===== src/rtl/add_sub_chunked_if.sv =====
// Handshake and data bundle for add_sub_chunked.
//   start    request, honoured only when the unit is idle or finishing (done cycle)
//   addsub   0 = a + b, 1 = a - b; captured with the accepted start
//   a, b     operands, captured with the accepted start
//   busy     high while chunks are being resolved
//   done     one-cycle pulse, result fields valid and held until the next result lands
//   s        result (modulo 2^WIDTH)
//   cout     carry out of the MSB; for subtract 1 means no borrow
//   ov_flag  signed overflow
//   zero     s == 0
// master: requester side. slave: the arithmetic unit.
interface add_sub_chunked_if #(
  parameter int unsigned WIDTH = 16
);
  logic             start;
  logic             addsub;
  logic [WIDTH-1:0] a;
  logic [WIDTH-1:0] b;
  logic             busy;
  logic             done;
  logic [WIDTH-1:0] s;
  logic             cout;
  logic             ov_flag;
  logic             zero;

  modport master (
    output start, addsub, a, b,
    input  busy, done, s, cout, ov_flag, zero
  );

  modport slave (
    input  start, addsub, a, b,
    output busy, done, s, cout, ov_flag, zero
  );
endinterface


===== src/rtl/add_sub_chunked.sv =====
// Multi-cycle two's-complement adder/subtractor.
// Resolves CHUNK bits per clock, LSB chunk first, over WIDTH/CHUNK cycles, so the carry chain
// per cycle is only CHUNK bits long. WIDTH must be an integer multiple of CHUNK.
// Ports:
//   clk  single clock, rising edge
//   rst  asynchronous, active-high reset
//   bus  add_sub_chunked_if.slave: start/addsub/a/b in; busy/done/s/cout/ov_flag/zero out
// Timing: start accepted on edge k -> done high in the cycle after edge k+WIDTH/CHUNK.
// A start seen during the done cycle launches the next operation back-to-back.
module add_sub_chunked #(
  parameter int unsigned WIDTH = 16,
  parameter int unsigned CHUNK = 4
) (
  input logic            clk,
  input logic            rst,
  add_sub_chunked_if.slave bus
);

  localparam int unsigned NCH      = WIDTH / CHUNK;
  localparam int unsigned IDXW     = (NCH > 1) ? $clog2(NCH) : 1;
  localparam logic [IDXW-1:0] LAST_IDX = IDXW'(NCH - 1);

  typedef enum logic [1:0] {
    StIdle,
    StRun,
    StDone
  } state_e;

  state_e           state_q, state_d;
  logic [WIDTH-1:0] a_q, a_d;
  logic [WIDTH-1:0] b_q, b_d;      // already inverted for subtract
  logic [WIDTH-1:0] sum_q, sum_d;  // internal partial sum, never exposed directly
  logic [WIDTH-1:0] s_q, s_d;
  logic             carry_q, carry_d;
  logic             cout_q, cout_d;
  logic             ov_q, ov_d;
  logic             zero_q, zero_d;
  logic [IDXW-1:0]  idx_q, idx_d;

  logic             accept;
  int unsigned      base;
  logic [CHUNK-1:0] chunk_a;
  logic [CHUNK-1:0] chunk_b;
  logic [CHUNK-1:0] chunk_sum;
  logic             chunk_cout;
  logic             msb_cin;
  logic [WIDTH-1:0] sum_next;

  // Chunk datapath: one CHUNK-bit add per cycle selected by idx_q.
  always_comb begin
    base     = 32'(idx_q) * CHUNK;
    chunk_a  = a_q[base +: CHUNK];
    chunk_b  = b_q[base +: CHUNK];
    {chunk_cout, chunk_sum} = {1'b0, chunk_a} + {1'b0, chunk_b} + {{CHUNK{1'b0}}, carry_q};
    // Sum bit = a ^ b ^ carry_in, so the carry into the chunk MSB falls out of the XOR.
    msb_cin  = chunk_sum[CHUNK-1] ^ chunk_a[CHUNK-1] ^ chunk_b[CHUNK-1];
    sum_next = sum_q;
    sum_next[base +: CHUNK] = chunk_sum;
  end

  // Start is honoured in idle and in the done cycle, never while running.
  assign accept = bus.start && (state_q != StRun);

  always_comb begin
    state_d = state_q;
    a_d     = a_q;
    b_d     = b_q;
    sum_d   = sum_q;
    s_d     = s_q;
    carry_d = carry_q;
    cout_d  = cout_q;
    ov_d    = ov_q;
    zero_d  = zero_q;
    idx_d   = idx_q;

    unique case (state_q)
      StIdle, StDone: begin
        state_d = StIdle;
        if (accept) begin
          state_d = StRun;
          a_d     = bus.a;
          b_d     = bus.addsub ? ~bus.b : bus.b;
          // Carry-in of 1 completes the two's complement of b.
          carry_d = bus.addsub;
          sum_d   = '0;
          idx_d   = '0;
        end
      end
      StRun: begin
        sum_d   = sum_next;
        carry_d = chunk_cout;
        if (idx_q == LAST_IDX) begin
          state_d = StDone;
          idx_d   = '0;
          s_d     = sum_next;
          cout_d  = chunk_cout;
          ov_d    = msb_cin ^ chunk_cout;
          zero_d  = (sum_next == '0);
        end else begin
          idx_d = idx_q + 1'b1;
        end
      end
      default: state_d = StIdle;
    endcase
  end

  always_ff @(posedge clk or posedge rst) begin
    if (rst) begin
      state_q <= StIdle;
      a_q     <= '0;
      b_q     <= '0;
      sum_q   <= '0;
      s_q     <= '0;
      carry_q <= 1'b0;
      cout_q  <= 1'b0;
      ov_q    <= 1'b0;
      zero_q  <= 1'b1;
      idx_q   <= '0;
    end else begin
      state_q <= state_d;
      a_q     <= a_d;
      b_q     <= b_d;
      sum_q   <= sum_d;
      s_q     <= s_d;
      carry_q <= carry_d;
      cout_q  <= cout_d;
      ov_q    <= ov_d;
      zero_q  <= zero_d;
      idx_q   <= idx_d;
    end
  end

  assign bus.busy    = (state_q == StRun);
  assign bus.done    = (state_q == StDone);
  assign bus.s       = s_q;
  assign bus.cout    = cout_q;
  assign bus.ov_flag = ov_q;
  assign bus.zero    = zero_q;

endmodule


===== src/flat_wrapper.sv =====
// flat-port wrapper written by rule: the top's interface ports become plain ports
module add_sub_chunked_flat 
#(
  parameter int unsigned WIDTH = 16,
  parameter int unsigned CHUNK = 4
)
  (clk, rst, bus_start, bus_addsub, bus_a, bus_b, bus_busy, bus_done, bus_s, bus_cout, bus_ov_flag, bus_zero);
  add_sub_chunked_if #(.WIDTH(WIDTH)) bus_i ();
  input logic clk;
  input logic rst;
  input wire logic [$bits(bus_i.start)-1:0] bus_start;
  input wire logic [$bits(bus_i.addsub)-1:0] bus_addsub;
  input wire logic [$bits(bus_i.a)-1:0] bus_a;
  input wire logic [$bits(bus_i.b)-1:0] bus_b;
  output wire logic [$bits(bus_i.busy)-1:0] bus_busy;
  output wire logic [$bits(bus_i.done)-1:0] bus_done;
  output wire logic [$bits(bus_i.s)-1:0] bus_s;
  output wire logic [$bits(bus_i.cout)-1:0] bus_cout;
  output wire logic [$bits(bus_i.ov_flag)-1:0] bus_ov_flag;
  output wire logic [$bits(bus_i.zero)-1:0] bus_zero;
  assign bus_i.start = bus_start;
  assign bus_i.addsub = bus_addsub;
  assign bus_i.a = bus_a;
  assign bus_i.b = bus_b;
  assign bus_busy = bus_i.busy;
  assign bus_done = bus_i.done;
  assign bus_s = bus_i.s;
  assign bus_cout = bus_i.cout;
  assign bus_ov_flag = bus_i.ov_flag;
  assign bus_zero = bus_i.zero;
  add_sub_chunked #(.WIDTH(WIDTH), .CHUNK(CHUNK)) u_core (.clk(clk), .rst(rst), .bus(bus_i));
endmodule

===== config.mk =====
export PLATFORM = sky130hd
export DESIGN_NAME = add_sub_chunked_flat
export DESIGN_NICKNAME = d
export VERILOG_FILES = /design/src/rtl/add_sub_chunked_if.sv /design/src/rtl/add_sub_chunked.sv /design/src/flat_wrapper.sv
export SDC_FILE = /design/constraint.sdc
export NUM_CORES = 1
export LEC_CHECK = 0
export ABC_AREA = 1
export BUFFER_PORTS_ARGS = -buffer_cell sky130_fd_sc_hd__clkbuf_2
export CAP_MARGIN = 5
export CORE_MARGIN = 5
export CORE_UTILIZATION = 55
export CTS_BUF_LIST = sky130_fd_sc_hd__clkbuf_4
export DETAILED_ROUTE_END_ITERATION = 12
export GPL_TIMING_DRIVEN = 0
export PLACE_DENSITY = 0.78
export SLEW_MARGIN = 20
export SYNTH_ARGS = -nofsm -noshare
export SYNTH_HDL_FRONTEND = slang
export SYNTH_SLANG_ARGS = --single-unit

===== constraint.sdc =====
create_clock -name clk -period 3.05 [get_ports clk]
set_clock_uncertainty 0.1 [all_clocks]
set_input_delay 0.61 -clock clk [delete_from_list [all_inputs] [get_ports clk]]
set_output_delay 0.61 -clock clk [all_outputs]
set_load 0.05 [all_outputs]

# Yosys cells after proc, flatten, opt, wreduce, memory -nomap -nowiden

Cells that the tools add are included.

Flip-flop bits (word level): 72
Output and inout port bits: 21
Word-level logic and storage cells: 48
Bits in read-only memories: 0
Memory bits (writable): 0
Input port bits: 36
Latch bits: 0
Memories: 0

Shift operators: 4
Multipliers: 0
Equal/unequal tests: 6
Bitwise gates (word level): 4
Reductions and logical operators: 8
Order comparisons: 0
Muxes and demuxes: 12
Divide/modulo/power cells: 0
Add/sub/neg operators: 4

Operators by type and width:

| kind                                                  | number |
|---|---|
| negation 4 -> 34 bit                                  | 1 |
| variable shift 4 x 34 -> 16 bit, first input constant | 1 |
| indexed part select 4 x 34 -> 16 bit                  | 1 |
| 2-to-1 mux 16 bit                                     | 2 |
| one-hot mux 16 bit (2 select lines)                   | 1 |
| indexed part select 16 x 5 -> 4 bit                   | 2 |
| bitwise mux 16 bit                                    | 1 |
| zero test 16 bit                                      | 1 |
| NOT 16 bit                                            | 1 |
| one-hot mux 2 bit (2 select lines)                    | 2 |
| 2-to-1 mux 2 bit                                      | 3 |
| inequality test 2 x 1 -> 1 bit, second input constant | 3 |
| AND reduction 2 bit                                   | 3 |
| adder 4 x 4 -> 5 bit                                  | 1 |
| adder 5 x 1 -> 5 bit                                  | 1 |
| == test 2 bit, second input constant                  | 2 |
| bitwise XOR 1 bit                                     | 3 |
| adder 2 x 1 -> 2 bit, second input constant           | 1 |
| == test 2 x 1 -> 1 bit, second input constant         | 1 |
| zero test 2 bit                                       | 1 |
| 2-to-1 mux 1 bit                                      | 2 |
| one-hot mux 1 bit (2 select lines)                    | 1 |
| nonzero test 2 bit                                    | 1 |
| OR reduction 2 bit                                    | 1 |
| logical AND 1 bit                                     | 1 |

# Depth between registers and ports, before layout

Gate-level depths: netlist (run 1).

Depth in word-level cells: 6
Gate-level depth with buffers: 19
Mapped depth without buffers: 17

# Least setup slack after synthesis (run 1)

OpenSTA, ideal clock, no wires.

Path type: flip-flop to flip-flop
Start: reg u_core.idx_q[0]
End: reg u_core.zero_q (netlist: u_core.bus.zero)
Library setup time: 0.076 ns
Period minus slack after synthesis: 2.825 ns
Buffers on the path: 3
Data arrival time: 2.648 ns
Setup slack: 0.225 ns
Stages on the path, launching flop included: 19
Data required time: 2.874 ns
Cells stage by stage: dfrtp_1 -> buf_6 -> buf_4 -> buf_2 -> o21ai_0 -> o22ai_1 -> fa_1 -> inv_1 -> fa_1 -> nor2_1 -> nand3_1 -> nand2_1 -> nor2_1 -> nand2_1 -> nor2_1 -> nand2_1 -> nor2_1 -> nand3_1 -> nand2_1

Longest elaborated chain between the ends: 6
Elaborated cells on any way between the ends: 11
Classes of those cells: add/sub: 3; eq/ne: 1; shift: 4; mux: 1; reduce/logical: 2

RTL lines:

| element                                                | RTL line                                     | source |
|---|---|---|
| start, declared                                        | add_sub_chunked.sv:38                        | `logic [IDXW-1:0] idx_q, idx_d;` |
| start signal, assigned                                 | add_sub_chunked.sv:129                       | `idx_q <= idx_d;` |
| indexed part select 16 x 5 -> 4 bit (on tied branches) | add_sub_chunked.sv:52, add_sub_chunked.sv:53 |  |
| adder 4 x 4 -> 5 bit                                   | add_sub_chunked.sv:54                        | `{chunk_cout, chunk_sum} = {1'b0, chunk_a} + {1'b0, chunk_b} + {{CHUNK{1'b0}}, carry_q};` |
| adder 5 x 1 -> 5 bit                                   | add_sub_chunked.sv:54                        |  |
| indexed part select 4 x 34 -> 16 bit                   | add_sub_chunked.sv:58                        | `sum_next[base +: CHUNK] = chunk_sum;` |
| bitwise mux 16 bit                                     | add_sub_chunked.sv:58                        |  |
| zero test 16 bit                                       | add_sub_chunked.sv:98                        | `zero_d = (sum_next == '0);` |
| end signal, assigned                                   | add_sub_chunked.sv:128                       | `zero_q <= zero_d;` |
| end, declared                                          | add_sub_chunked.sv:37                        | `logic zero_q, zero_d;` |

Parallel ways exist; a longest one is shown, timed or not.
A chain may end at the register's enable or synchronous reset.

# Final worst setup path (run 1)

Same ends and word-level chain as after synthesis.

==> Flow_metrics.wiki, run 1 <==
{| class="wikitable"
! Metric !! Value
|-
| Run status || finished clean
|-
| Max-Slew Margin vs Limit || 71.1%
|-
| Area enclosed by the die boundary || 8400 um2
|-
| Area share of the largest cell type after synthesis || 48.5%
|-
| Sequential area share after synthesis || 49.2%
|-
| Inserted Clock Buffers || 9
|-
| Growth of design area from synthesis to finish || 16.2%
|-
| Remaining DRCs || 0
|-
| HPWL Detailed || 6.33 mm
|-
| Post-Syn Area || 3670 um2
|-
| Number of input and output port buffers inserted || 55
|-
| First-pass GRT wire length || 14.1 mm
|-
| Maximum level of the CTS H-tree || 3
|-
| Synth top area cells || dfrtp_1 48%, nand2_1 13%, o21ai_0 6.6%
|-
| Highest cell delay on the worst timing path || 0.47 ns
|-
| PD cells || 1260 nW/um2
|-
| Startpoint of the most critical register-to-register path || u_core.idx_q[0]$_DFFE_PP0P_
|-
| Root Buffer Master || clkbuf_4
|-
| Post-placement worst setup slack || -0.420 ns
|-
| Fraction of layout cells with a size suffix above 1 || 26.1%
|-
| Row count || 29
|-
| Worst min path class || in -> async
|-
| Yosys warnings || 0
|-
| Chip width || 91.6 um
|-
| Effective utilization at floorplan || 57.1%
|-
| Total gr overflow || 0
|-
| Via total after detailed routing || 3004
|-
| Final min period || 2.99 ns
|-
| Number of DRC violations after detailed-routing iteration 0 || 128
|-
| Most frequent cell on the critical path || nand2_1
|-
| Initial antenna violation count || 0
|-
| IR drop worst, VDD || 653 uV
|-
| Tightest hold margin || 0.0486 ns
|-
| Maximum clock path buffer count || 2
|-
| Post-layout worst setup margin || 0.0588 ns
|-
| IO Pins || 57
|-
| Pin count of the biggest net entering global routing || 48
|-
| Nets || 546
|-
| Global router's overall resource usage || 21.1%
|-
| Capturing element type of the critical path || flip-flop
|-
| Gp weighted congestion || 0.966
|-
| Worst setup startpoint || u_core.idx_q[0]$_DFFE_PP0P_
|-
| Fin. max-slew vios || 0
|-
| Core occupancy in the finished layout || 66.3%
|-
| Number of unique standard cell types used by synthesis || 32
|-
| Core box area || 6420 um2
|-
| Leading area contributor after synthesis || dfrtp_1
|-
| Number of register bits inferred by synthesis || 72
|-
| CP cell instances || buf_8 -> buf_8 -> buf_8 -> nor2_1 -> o22ai_2 -> fa_2 -> inv_2 -> fa_1 -> nor2_2 -> nand3_1 -> nand2_1 -> nor2_2 -> nand2_1 -> nor2_2 -> nand2_1 -> nor2_1 -> nand3_1 -> nand2_1
|-
| Number of nets still failing antenna checks after routing || 0
|-
| Multi-input logic area || 1640 um2
|-
| Vias in the first global route || 3096
|-
| Worst slew pin tran || 0.433 ns
|-
| CTS tree || done
|-
| Clock latency at the later pin of the worst-skew pair || 0.41 ns
|-
| Total power after layout || 0.00535 W
|-
| Part of the cycle the worst path needs || 98.1%
|-
| Post-synth net total || 475
|-
| Post-Route Setup TNS || 0 ns
|-
| Syn avg cell area || 8.57 um2
|-
| First-pass iteration count of the detailed router || 5
|-
| Wirelength per Cell || 14.4 um
|-
| Standard cell with the maximum stage delay on the critical path || fa_1
|-
| Number of hold violations in the final report || 0
|-
| Critical path data arrival time || 3.25 ns
|-
| Critical setup path kind || reg -> reg
|-
| Final Routed Wirelength || 8.31 mm
|-
| Register area || 1810 um2
|-
| Max Fclk || 334 MHz
|-
| Number of standard cells after synthesis || 428
|-
| Number of fill cells || 557
|-
| Die height || 91.6 um
|-
| Count of inserted antenna diode cells || 0
|-
| Clock-pin slew on the worst setup and hold paths || 0.11 ns
|-
| DR vias/cell || 5.20
|-
| Total of max-cap violations || 0
|-
| Static power due to leakage || 2.15 nW
|-
| Critical Path Source Type || flip-flop
|-
| Worst endpoint required time || 3.31 ns
|-
| Number of endpoints failing setup at the final stage || 0
|-
| Crit path max fanout || 10
|-
| Minimum setup slack among reg-to-reg paths || 0.06 ns
|-
| Number of clock sinks || 72
|}
## critical path: cells and delay by family (launching register included)
kind	cells	cell delay, ns
simple gates	11	0.93
fa+ha+maj	2	0.88
flops	1	0.43
buf+inv	4	0.47
compound gates	1	0.13
## Yosys cell counts (all sizes together)
cell    count
nand2     125
dfrtp      71
o21ai      55
inv        45
nor2       27
nand3      21
xnor2      16
mux2       15
buf         9
ha          9
clkbuf      8
a21oi       6
o22ai       6
nand4       3
a22o        2
a32oi       2
fa          2
dfstp       1
nand2b      1
nor3        1
o21bai      1
or2         1
xor2        1
## registers in the layout (all words and copies together) (netlist names)
register / flops
u_core.bus.zero: 1
u_core.idx_q: 2
u_core.bus.s: 16
u_core.a_q: 16
u_core.bus.ov_flag: 1
u_core.b_q: 16
u_core.state_q: 2
u_core.carry_q: 1
u_core.bus.cout: 1
u_core.sum_q: 16
## layout make-up
class / count / area share [%]
buffer: 15 / 2.41
tap: 77 / 2.26
multi-input combinational: 294 / 38.6
clock buffer: 10 / 1.76
inverter: 45 / 4.17
clock inverter: 3 / 0.294
sequential: 72 / 42.4
timing repair buffer: 62 / 8.16
## per-layer routing
layer	wire length, um	global-route usage, %
met1	3540	25.9
met2	4210	36.6
met3	471	4.09
met4	85	8.54
met5	0	0
## cell usage in the layout, fill, tap and decap left out, types with 2 or more instances in the layout
cell / count
a21oi_1: 5
nor2_2: 5
inv_2: 10
ha_1: 9
clkbuf_4: 10
o22ai_2: 2
clkbuf_2: 55
mux2_2: 15
clkbuf_1: 6
inv_4: 2
inv_1: 32
o21ai_2: 3
o21ai_1: 8
clkinv_1: 2
nand2_1: 123
buf_4: 8
o22ai_1: 4
a22o_1: 2
nand3_1: 21
nand4_1: 3
nand2_2: 2
o21ai_0: 44
xnor2_1: 16
buf_8: 3
nor2_1: 21
buf_2: 4
dfrtp_2: 2
dfrtp_1: 69
## final timing paths
check,to,cells after the start
worst max register to register,u_core.bus.zero$_DFFE_PP1P_,18
worst max-delay path,u_core.bus.zero$_DFFE_PP1P_,18
worst min-delay path,u_core.sum_q[14]$_DFFE_PP0P_,2
worst min register to register,u_core.bus.zero$_DFFE_PP1P_,2
min in group clk,u_core.a_q[2]$_DFFE_PP0P_,2
max in group asynchronous,u_core.idx_q[1]$_DFFE_PP0P_,3
## through the flow
stage                     area [um2]  cells
after floorplan                 3670    428
after global placement          4040    560
after detailed placement        4070    561
after CTS                       4190    575
after global routing            4260    578
final                           4260    578
## logic make-up after synthesis
group,Yosys count,share of synthesized area (%)
AND/OR/NAND/NOR,179,20.1
buffers and inverters,62,7.03
AO/OA/AOI/OAI,72,10.8
XOR/XNOR,17,4.06
adder cells (fa/ha/maj),11,4.16
flip-flops,72,49.2
multiplexers,15,4.61
## timing repair
action	in CTS	in global routing
hold buffers	0	0
gates resized for setup	7	18
buffers inserted	3	3
pin swaps	1	8
setup endpoints to repair	21	4
## where the power goes
| group | internal (W) | total, W | switching, W |
|---|---|---|---|
| registers | 0.00137 | 0.00162 | 0.000249 |
| clock network | 0.000158 | 0.000472 | 0.000315 |
| logic | 0.00113 | 0.00326 | 0.00213 |
| total | 0.00266 | 0.00535 | 0.00269 |
Power figures use the tool's default switching activity.
==> run 2, diff against run 1 <==
==> constraint.sdc (replaced) <==
create_clock -name clk -period 3.05 [get_ports clk]
set_clock_uncertainty 0.1 [all_clocks]
set_input_delay 0.1525 -clock clk [delete_from_list [all_inputs] [get_ports clk]]
set_output_delay 0.1525 -clock clk [all_outputs]
set_load 0.05 [all_outputs]
==> Flow_metrics.wiki, run 2 (synthesis results as in run 1) <==
{| class="wikitable"
! Metric !! Value
|-
| Total power after layout || 0.00540 W (+0.82%)
|-
| Sequential Power Share || 30.2% (about the same)
|-
| Wirelength per Cell || 14.9 um (+3.6%)
|-
| Maximum level of the CTS H-tree || 3 (unchanged)
|-
| Remaining DRCs || 0 (unchanged)
|-
| Number of input and output port buffers inserted || 55 (unchanged)
|-
| Hold depth || 3
|-
| P_sw || 0.00271 W (+0.56%)
|-
| Fraction of layout cells with a size suffix above 1 || 24.5% (-1.7 points)
|-
| Number of DRC violations after detailed-routing iteration 0 || 130 (+1.6%)
|-
| Min-Delay Endpoint || u_core.b_q[14]$_DFFE_PP0P_
|-
| Most common library cell in the layout ignoring fill and taps || nand2_1
|-
| Initial antenna violation count || 0 (unchanged)
|-
| Multi-input logic area || 1640 um2 (unchanged)
|-
| Total of max-cap violations || 0 (unchanged)
|-
| Number of endpoints failing setup at the final stage || 0 (unchanged)
|-
| Clock-pin slew on the worst setup and hold paths || 0.11 ns (about the same)
|-
| Inserted Clock Buffers || 9 (unchanged)
|-
| Max-Slew Margin vs Limit || 70.4% (-0.73 points)
|-
| Run status || finished clean
|-
| Row count || 29 (unchanged)
|-
| Maximum clock path buffer count || 2 (unchanged)
|-
| Nets || 580 (+6.2%)
|-
| Effective utilization at floorplan || 57.1% (unchanged)
|-
| Count of inserted antenna diode cells || 0 (unchanged)
|-
| Part of the cycle the worst path needs || 96.7% (-1.4 points)
|-
| Final min period || 2.95 ns (-0.0431 ns)
|-
| Number of clock sinks || 72 (unchanged)
|-
| Startpoint of the most critical register-to-register path || u_core.idx_q[0]$_DFFE_PP0P_
|-
| Crit path max fanout || 10 (unchanged)
|-
| Most frequent cells in the layout || 123 x nand2_1, 69 x dfrtp_1, 55 x clkbuf_2
|-
| Critical setup path kind || reg -> reg
|-
| Fin. max-slew vios || 0 (unchanged)
|-
| Capturing element type of the critical path || flip-flop
|-
| Register area || 1810 um2 (unchanged)
|-
| Critical register-to-register path endpoint || u_core.bus.zero$_DFFE_PP1P_
|-
| IR drop worst, VDD || 614 uV (-6.0%)
|-
| Worst min path class || in -> reg
|-
| Static power due to leakage || 2.29 nW (+6.6%)
|-
| Core box area || 6420 um2 (unchanged)
|-
| Depth of the worst register-to-register path || 18 (unchanged)
|-
| Clock latency at the later pin of the worst-skew pair || 0.41 ns (about the same)
|-
| Critical path data arrival time || 3.20 ns (-0.05 ns)
|-
| First-pass GRT wire length || 15.3 mm (+8.4%)
|-
| Die height || 91.6 um (unchanged)
|-
| Root Buffer Master || clkbuf_4
|-
| Total gr overflow || 0 (unchanged)
|-
| Vias in the first global route || 3282 (+6.0%)
|-
| Worst slew pin tran || 0.444 ns (+0.0110 ns)
|-
| Launch point of the worst hold path || bus_addsub
|-
| Cell internal pwr || 0.00269 W (+1.1%)
|-
| Number of fill cells || 504 (-9.5%)
|-
| CTS tree || done
|-
| PD cells || 1170 nW/um2 (-6.6%)
|-
| Switching part of the total power || 50.2% (-0.13 points)
|-
| Minimum setup slack among reg-to-reg paths || 0.10 ns (+0.04 ns)
|-
| Final Routed Wirelength || 9.12 mm (+9.7%)
|-
| Growth of design area from synthesis to finish || 25.5%
|-
| Global router's overall resource usage || 23.0% (+1.8 points)
|-
| First-pass iteration count of the detailed router || 4 (-1)
|-
| Max Fclk || 339 MHz (+1.5%)
|-
| IO Pins || 57 (unchanged)
|-
| Worst endpoint required time || 3.30 ns (about the same)
|-
| Number of hold violations in the final report || 0 (unchanged)
|-
| Area enclosed by the die boundary || 8400 um2 (unchanged)
|-
| Core occupancy in the finished layout || 71.6% (+5.3 points)
|-
| Gp weighted congestion || 0.966 (unchanged)
|-
| DR vias/cell || 5.19 (-0.18%)
|-
| HPWL Detailed || 6.33 mm (unchanged)
|-
| Chip width || 91.6 um (unchanged)
|-
| Via total after detailed routing || 3175 (+5.7%)
|-
| Part of the power in combinational logic || 61.1% (+0.2 points)
|-
| Number of nets still failing antenna checks after routing || 0 (unchanged)
|-
| Clock power frac || 8.7% (about the same)
|-
| Pin count of the biggest net entering global routing || 48 (unchanged)
|-
| Critical Path Source Type || flip-flop
|}
## run 2: metal layers
layer / share of wire (%) / vias to the layer above / GRT usage [%] / routed length [um]
li1: - / 1583 / - / -
met1: 43 / 1491 / 27.7 / 3920
met2: 51 / 84 / 41.0 / 4660
met3: 4.0 / 17 / 4.17 / 361
met4: 1.9 / 0 / 8.54 / 172
met5: 0 / - / 0 / 0
## run 2: repair_timing
action / CTS / global route
endpoints found under the hold margin: 105 / 0
hold buffers: 34 / 0
pin swaps: 1 / 8
gates resized for setup: 7 / 18
endpoints found under the setup margin: 21 / 4
setup buffers: 3 / 3
## run 2: worst max-delay path by stage
stage	slack (ns)	end	start
floorplan	0.23	u_core.bus.zero$_DFFE_PP1P_	u_core.idx_q[0]$_DFFE_PP0P_
global placement	-0.32	u_core.bus.zero$_DFFE_PP1P_	u_core.idx_q[1]$_DFFE_PP0P_
detailed placement	-0.42	u_core.bus.zero$_DFFE_PP1P_	u_core.idx_q[1]$_DFFE_PP0P_
CTS	0.008	u_core.bus.zero$_DFFE_PP1P_	u_core.idx_q[0]$_DFFE_PP0P_
global route	-0.02	u_core.bus.zero$_DFFE_PP1P_	u_core.idx_q[0]$_DFFE_PP0P_
finish	0.10	u_core.bus.zero$_DFFE_PP1P_	u_core.idx_q[0]$_DFFE_PP0P_
## run 2: worst max-delay path: stages (launching register included)
cell	delay [ns]
dfrtp_2	0.43
buf_8	0.13
buf_8	0.13
buf_8	0.14
nor2_1	0.14
o22ai_2	0.12
fa_2	0.41
inv_2	0.07
fa_1	0.47
nor2_2	0.18
nand3_1	0.10
nand2_1	0.11
nor2_2	0.04
nand2_1	0.07
nor2_2	0.05
nand2_1	0.05
nor2_1	0.04
nand3_1	0.08
nand2_1	0.05
## run 2: cell type report
class / count / share of cell area [%]
buffer: 15 / 2.23
clock buffer: 10 / 1.63
clock inverter: 3 / 0.272
inverter: 45 / 3.86
multi-input combinational: 294 / 35.7
sequential: 72 / 39.2
tap: 77 / 2.09
timing repair buffer: 96 / 15.0
## run 2: metrics by stage
| stage | instances | setup WS (ns) | area (um2) | hold slack (ns) | TNS, ns |
|---|---|---|---|---|---|
| CTS | 609 | 0.00795 | 4530 | 0.0671 | 0 |
| global placement | 560 | -0.324 | 4040 | 0.286 | -1.27 |
| finish | 612 | 0.102 | 4600 | 0.0805 | 0 |
| detailed placement | 561 | -0.420 | 4070 | 0.0393 | -2.80 |
| floorplan | 428 | 0.225 | 3670 | 0.203 | 0 |
| global route | 612 | -0.0174 | 4600 | 0.106 | -0.0174 |
## run 2: power groups by stage
stage          clock network [W]  registers (W)  logic (W)
2_1_floorplan                  0        0.00188    0.00202
3_3_place_gp                   0        0.00162    0.00294
3_5_place_dp                   0        0.00164    0.00306
4_1_cts                 0.000480        0.00162    0.00317
5_1_grt                 0.000528        0.00168    0.00366
6_report                0.000470        0.00163    0.00330
